### src/rtl/accumulator_mc.sv
// Multi-channel signed stream accumulator: sums each packet per channel (tid) and
// emits one registered result per tlast, with saturate/wrap arithmetic and backpressure.
module accumulator_mc #(
   parameter int DATA_W   = 32,
   parameter int ACC_W    = 48,
   parameter int OUT_W    = 32,
   parameter int CHANNELS = 4,
   parameter int SATURATE = 1,
   parameter int CNT_W    = 16,
   localparam int ID_W    = (CHANNELS > 1) ? $clog2(CHANNELS) : 1
) (
   input  logic              aclk,
   input  logic              aresetn,
   input  logic              s_clear,
   input  logic              s_axis_a_tvalid,
   output logic              s_axis_a_tready,
   input  logic [DATA_W-1:0] s_axis_a_tdata,
   input  logic [ID_W-1:0]   s_axis_a_tid,
   input  logic              s_axis_a_tlast,
   output logic              m_axis_result_tvalid,
   input  logic              m_axis_result_tready,
   output logic [OUT_W-1:0]  m_axis_result_tdata,
   output logic [ID_W-1:0]   m_axis_result_tid,
   output logic              m_axis_result_tlast,
   output logic [CNT_W:0]    m_axis_result_tuser
);

   logic signed [ACC_W-1:0] acc [CHANNELS];
   logic [CNT_W-1:0]        cnt [CHANNELS];
   logic [CHANNELS-1:0]     ovf;
   logic                    ready_en;

   logic                    ch_ok, take_beat, res_load;
   logic signed [ACC_W-1:0] acc_cur, acc_new, low_ext;
   logic signed [ACC_W:0]   sum_full;
   logic [CNT_W-1:0]        cnt_cur, cnt_new;
   logic                    ovf_cur, ovf_new, acc_ovf, red_chg;
   logic [OUT_W-1:0]        out_low, out_new;

   assign s_axis_a_tready     = aresetn && ready_en && (!m_axis_result_tvalid || m_axis_result_tready);
   assign take_beat           = s_axis_a_tvalid && s_axis_a_tready && ch_ok;
   assign res_load            = take_beat && s_axis_a_tlast;
   assign m_axis_result_tlast = m_axis_result_tvalid;

   // A clear in the same cycle as a beat makes the beat start from zero state.
   always_comb begin
      ch_ok   = 1'b0;
      acc_cur = '0;
      cnt_cur = '0;
      ovf_cur = 1'b0;
      for (int i = 0; i < CHANNELS; i++) begin
         if (s_axis_a_tid == ID_W'(i)) begin
            ch_ok = 1'b1;
            if (!s_clear) begin
               acc_cur = acc[i];
               cnt_cur = cnt[i];
               ovf_cur = ovf[i];
            end
         end
      end
   end

   always_comb begin
      sum_full = (ACC_W+1)'(acc_cur) + (ACC_W+1)'($signed(s_axis_a_tdata));
      acc_ovf  = sum_full[ACC_W] != sum_full[ACC_W-1];
      if (acc_ovf && SATURATE != 0)
         acc_new = sum_full[ACC_W] ? {1'b1, {(ACC_W-1){1'b0}}} : {1'b0, {(ACC_W-1){1'b1}}};
      else
         acc_new = sum_full[ACC_W-1:0];
      out_low = acc_new[OUT_W-1:0];
      low_ext = ACC_W'($signed(out_low));
      red_chg = low_ext != acc_new;
      if (red_chg && SATURATE != 0)
         out_new = acc_new[ACC_W-1] ? {1'b1, {(OUT_W-1){1'b0}}} : {1'b0, {(OUT_W-1){1'b1}}};
      else
         out_new = out_low;
      cnt_new = (&cnt_cur) ? cnt_cur : cnt_cur + CNT_W'(1);
      ovf_new = ovf_cur | acc_ovf;
   end

   // Per-channel state: a last beat retires the packet, clear zeroes everything else.
   always_ff @(posedge aclk or negedge aresetn) begin
      if (!aresetn) begin
         for (int i = 0; i < CHANNELS; i++) begin
            acc[i] <= '0;
            cnt[i] <= '0;
         end
         ovf <= '0;
      end else begin
         for (int i = 0; i < CHANNELS; i++) begin
            if (take_beat && s_axis_a_tid == ID_W'(i)) begin
               if (s_axis_a_tlast) begin
                  acc[i] <= '0;
                  cnt[i] <= '0;
                  ovf[i] <= 1'b0;
               end else begin
                  acc[i] <= acc_new;
                  cnt[i] <= cnt_new;
                  ovf[i] <= ovf_new;
               end
            end else if (s_clear) begin
               acc[i] <= '0;
               cnt[i] <= '0;
               ovf[i] <= 1'b0;
            end
         end
      end
   end

   // Single output register; a new result reloads it even while the old one is taken.
   always_ff @(posedge aclk or negedge aresetn) begin
      if (!aresetn) begin
         m_axis_result_tvalid <= 1'b0;
         m_axis_result_tdata  <= '0;
         m_axis_result_tid    <= '0;
         m_axis_result_tuser  <= '0;
      end else if (res_load) begin
         m_axis_result_tvalid <= 1'b1;
         m_axis_result_tdata  <= out_new;
         m_axis_result_tid    <= s_axis_a_tid;
         m_axis_result_tuser  <= {ovf_new | red_chg, cnt_new};
      end else if (m_axis_result_tvalid && m_axis_result_tready) begin
         m_axis_result_tvalid <= 1'b0;
      end
   end

   always_ff @(posedge aclk or negedge aresetn) begin
      if (!aresetn)
         ready_en <= 1'b0;
      else
         ready_en <= 1'b1;
   end

endmodule

### config.mk
export PLATFORM = sky130hd
export DESIGN_NAME = accumulator_mc
export DESIGN_NICKNAME = d
export VERILOG_FILES = /design/src/rtl/accumulator_mc.sv
export SDC_FILE = /design/constraint.sdc
export NUM_CORES = 1
export LEC_CHECK = 0
export ABC_AREA = 1
export CAP_MARGIN = 10
export CORE_UTILIZATION = 55
export CTS_CLUSTER_DIAMETER = 150
export DETAILED_ROUTE_END_ITERATION = 6
export PLACE_DENSITY = 0.77
export SETUP_SLACK_MARGIN = 0.3
export SYNTH_ARGS = -nofsm -noshare
export SYNTH_HDL_FRONTEND = slang
export SYNTH_SLANG_ARGS = --single-unit
### constraint.sdc
create_clock -name aclk -period 3.05 [get_ports aclk]
set_input_delay 0.61 -clock aclk [delete_from_list [all_inputs] [get_ports aclk]]
set_output_delay 0.61 -clock aclk [all_outputs]
set_load 0.05 [all_outputs]
==> flow_summary_export.csv, run 1 <==
group,metric,value,unit
floorplan,ios,94,
yosys,synth-seq-area-share,41.35,%
yosys,yosys.area.top_type,"dfrtp_1",
clock_tree,cts.sinks,313,
clock_tree,ctsHtreeMaxLevel,2,
clock_tree,cts_max_path_buffers,3,
floorplan,die_width,187.6,µm
yosys,synth_nets,2683,
run_status,stop_error,"[ERROR GRT-0232] Routing congestion too high. Check the congestion heatmap in the GUI.",
placed_design,portBuffers,93,
floorplan,rows,67,
run_status,outcome,"aborted with a tool error",
placed_design,placed_cells,3563,
yosys,syn_area,18940,µm²
run_status,flow.stopped_at,"global routing",
clock_tree,cts_hold_buf,0,
yosys,synth_seq_cells,313,
global_routing,grt_max_degree,177,
floorplan,initial_utilization,56.20,%
timing,worstEpCategory,"register input",
yosys,synth-edff-count,0,
yosys,synth_cell_types,56,
global_routing,grt_overflow,586,
yosys,synth_cells,2593,
placed_design,place.gp.congestion,1.013,
clock_tree,cts_root_buf,"clkbuf_16",
clock_tree,cts-buffers-inserted,34,
floorplan,die_height,187.6,µm
yosys,synthArstFlopShare,100.0,%
yosys,synth_top_cell_area_share,41.35,%
yosys,syn_area_per_cell,7.305,µm²
timing,crit_endpoint,"m_axis_result_tdata[14]$_DFFE_PN0P_/D",
placed_design,dpl.hpwl,52580,µm
yosys,synthFlopType,"dfrtp_1",
yosys,yosysWarnings,0,
global_routing,grt_use_total,86.78,%
yosys,synth_area_leaders,"dfrtp_1 41%, nand2_1 14%, o21ai_0 6.1%",
cell families after synthesis:
family	Yosys count	synth area share (%)
AO/OA/AOI/OAI	557	16.95
XOR/XNOR	39	1.803
adder cells (fa/ha/maj)	50	3.343
buffers and inverters	455	9.658
flip-flops	313	41.35
multiplexers	1	0.05285
other	1	0.01980
AND/OR/NAND/NOR	1177	26.82
synth_stat cells, types with 2 or more instances:
cell,instances
nand2_1,683
dfrtp_1,313
inv_1,299
o21ai_0,230
nand3_1,175
nor2_1,168
o22ai_1,111
a21oi_1,106
clkbuf_1,95
ha_1,49
nand2_2,47
nand4_1,38
nor3_1,25
a31oi_1,23
o32ai_1,23
inv_2,22
xnor2_1,20
xor2_1,19
o21bai_1,17
nor2_2,14
buf_1,12
o21ai_1,12
buf_4,10
nand2_4,9
buf_2,7
o211ai_1,6
o221ai_1,6
a21oi_2,5
clkinv_1,4
a32o_1,3
buf_12,3
nand3_2,3
o2111ai_1,3
or2_1,3
a21o_1,2
a22o_1,2
a32oi_1,2
and2_1,2
buf_6,2
nand3b_1,2
nor2_4,2
or2_2,2
through the flow:
stage          setup slack [ns]  cell area (µm²)  setup TNS, ns
2_1_floorplan            -1.243            19400        -196.90
3_3_place_gp             -2.254            24690        -496.01
3_5_place_dp             -2.300            24690        -522.53
4_1_cts                 -0.9282            28960        -131.29
what timing repair did:
action | CTS
resized for setup | 544
buffers inserted | 67
pin swaps | 146
setup endpoints to repair | 309
cloned | 16
per-layer routing:
layer | track usage (%) | overflow
met1 | 85.99 | 18
met2 | 99.83 | 345
met3 | 74.88 | 13
met4 | 88.06 | 208
met5 | 51.51 | 2
==> inputs of run 2 (changes only) <==
CORE_UTILIZATION = 40   (was 55)
CTS_CLUSTER_DIAMETER = default   (was 150)
PLACE_DENSITY = default   (was 0.77)
PLACE_DENSITY_LB_ADDON = 0.15   (was default)
SETUP_SLACK_MARGIN = default   (was 0.3)
clock period = 4 ns   (was 3.05 ns; I/O delays follow)
==> run 2 against run 1 <==
The flow now finishes, with violations (design-rule violations, negative setup slack). Synthesized area stayed put. Synthesized cell count stayed put.
==> flow_summary_export.csv, run 2 <==
group,metric,value,unit
run_status,outcome,"finished with violations",
run_status,violations,"design-rule violations, negative setup slack",
global_routing,grt_overflow,0,
timing,hold_viol,0,
final_layout,post-route-util,61.98,%
final_layout,mostFrequentLayoutCell,"nand2_1",
yosys,synthFlopType,"dfrtp_1",
worst_setup_path,cp-start-kind,"input pin",
power,p_per_area,326.9,nW/µm²
floorplan,die-area,48230,µm²
global_routing,grt_use_total,31.78,%
clock_tree,insertion_delay,0.58,ns
route,remaining_drc_errors,12,
yosys,synth-edff-count,0,
worst_setup_path,crit_required,4.47,ns
clock_tree,ctsHtreeMaxLevel,1,
timing,period_minus_slack,4.205,ns
placed_design,dpl.hpwl,54230,µm
yosys,syn_area,18940,µm²
worst_setup_path,arrival,4.67,ns
power,peakVddDrop,284.3,µV
final_layout,antenna_cells,0,
final_layout,syn_to_final_growth,52.66,%
route,wire_per_inst,20.41,µm
worst_setup_path,path_common_cell,"nand2_4",
yosys,synth_top_cell_area_share,41.35,%
final_layout,layout-drive-gt1-share,37.38,%
clock_tree,cts-buffers-inserted,31,
clock_tree,clk_pin_slew_worst_paths,0.07,ns
worst_setup_path,crit_type,"input pin to flop",
yosys,synth_area_leaders,"dfrtp_1 41%, nand2_1 14%, o21ai_0 6.1%",
yosys,synth_cells,2593,
yosys,synth_seq_cells,313,
placed_design,portBuffers,93,
worst_setup_path,slowest_delay,0.30,ns
timing,clock_skew,0.009073,ns
route,highest_layer,"met4",
route,met2WireLength,35460,µm
yosys,syn_area_per_cell,7.305,µm²
worst_setup_path,critPathMaxFanout,8,
floorplan,die_width,219.6,µm
final_layout,reg_top3,"acc: 192 flops, cnt: 64 flops, m_axis_result_tdata: 32 flops",
clock_tree,cts.sinks,313,
yosys,synth_nets,2683,
clock_tree,cts_tree,"built",
worst_setup_path,crit_buf_inv,12,
worst_setup_path,endpoint_kind,"flop",
floorplan,die_height,219.6,µm
route,drtIter0Drc,1668,
timing,tns,-5.987,ns
route,routed_wl,77580,µm
yosys,synth_common_cells,"683 x nand2_1, 313 x dfrtp_1, 299 x inv_1",
timing,setup-violations-final,34,
timing,max_freq,0.2378,GHz
flow_run,drv_cap,0,
clock_tree,cts_max_path_buffers,3,
yosys,synth_cell_types,56,
floorplan,initial_utilization,40.60,%
global_routing,grt_pass1_vias,20260,
route,wl_met1,33200,µm
final_layout,nNetsFinal,3260,
final_layout,regMostFlops,"acc",
yosys,synthArstFlopShare,100.0,%
timing,period_share,105.1,%
timing,timing.final.ws_setup,-0.2051,ns
hold_path,min_path_type,"input pin to asynchronous set/reset pin",
worst_setup_path,critical-path-top-delay-family,"simple AND/OR/NAND/NOR gates",
yosys,synthMostInstantiatedCell,"nand2_1",
floorplan,ios,94,
final_layout,final_cell_mix,"541 x nand2_1, 495 x buf_4, 313 x dfrtp_1",
final_layout,largest_reg_flops,192,
floorplan,coreArea,46650,µm²
route,routed_via_density,5.449,
global_routing,antenna_found_initial,0,
floorplan,rows,79,
route,vias,20710,
yosys,yosysWarnings,0,
route,firstDrtPassIters,7,
placed_design,place.gp.congestion,1.006,
yosys,synth-seq-area-share,41.35,%
route,ant_nets,0,
timing,relSlewSlack,23.66,%
global_routing,grt_max_degree,185,
yosys,yosys.area.top_type,"dfrtp_1",
global_routing,grt_pass1_wl,117100,µm
timing,worst_pin_slew,1.145,ns
timing,drv_slew,0,
route,wl_met3,5092,µm
timing,rsz0062_at_grt,"true",
power,leakagePower,0.01359,µW
clock_tree,cts_root_buf,"clkbuf_16",
worst_setup_path,cp_slowest_cell,"ha_4",
run 2: cell counts after synthesis:
Identical to the previous run, type by type.
run 2: where the power goes:
part	switching (µW)	internal (µW)	total (µW)	leakage, µW
clock	1310	1780	3090	0.000531
combinational	1800	1180	2980	0.00876
sequential	79.9	3300	3380	0.00430
run 2: cell families after synthesis:
| family | synth area share [%] |
|---|---|
| mux | 0.05285 |
| other cells | 0.01980 |
| fa+ha+maj | 3.343 |
| compound gates | 16.95 |
| buf+inv | 9.658 |
| simple gates | 26.82 |
| xor+xnor | 1.803 |
| flops | 41.35 |
run 2: timing repair:
item	4_1_cts	5_1_grt
hold buffers	0	0
resized for setup	406	294
endpoints found under the setup margin	229	173
buffers inserted	47	22
pin swaps	145	72
gates cloned	8	2
run 2: cell type report:
type | count | area [µm²]
inverters | 325 | 1245
flip-flops and latches | 313 | 7833
repair buffers | 672 | 5989
fillers | 4092 | 17740
clock buffers | 39 | 865.8
multi-input cells | 1827 | 12020
clock inverters | 18 | 198.9
well taps | 607 | 759.5
run 2: stage by stage:
stage                     power (µW)  hold slack [ns]  instances  instance area [µm²]  worst slack, ns
after global placement          5827           0.4623       3669                24320           -1.774
after floorplan                 4720           0.4479       2593                19290          -0.4826
final                           9452          0.07119       3801                28920          -0.2051
after detailed placement        5842           0.4643       3669                24320           -1.874
after CTS                       9166          0.07002       3779                27570         -0.05578
after global routing            9794          0.07929       3801                28920          -0.4059
run 2: worst register-to-register path, delay by kind of cell, from the launching register on:
kind	cells	cell delay (ns)
simple gates	20	1.78
buf+inv	6	0.73
compound gates	3	0.53
flops	1	0.36
fa+ha+maj	1	0.28
run 2: per-layer routing:
layer / global-route usage [%] / vias up
li1: - / 9724
met5: 0 / -
met2: 51.49 / 776
met4: 12.99 / 0
met1: 42.38 / 10020
met3: 4.776 / 187
run 2: worst paths after layout:
kind | slack [ns] | endpoint | depth (start not counted) | from
worst max-delay path | -0.21 | m_axis_result_tdata[9] | 35 | s_clear
worst min-delay path | 0.07 | m_axis_result_tdata[28] | 1 | aresetn
worst max register to register | 0.20 | m_axis_result_tdata[9] | 30 | acc[186]
worst min register to register | 0.48 | m_axis_result_tdata[21] | 2 | m_axis_result_tdata[21]
max in group asynchronous | 2.19 | m_axis_result_tuser[7] | 3 | aresetn
min in group aclk | 0.48 | m_axis_result_tdata[21] | 2 | m_axis_result_tdata[21]
(Power assumes the default switching activity.)
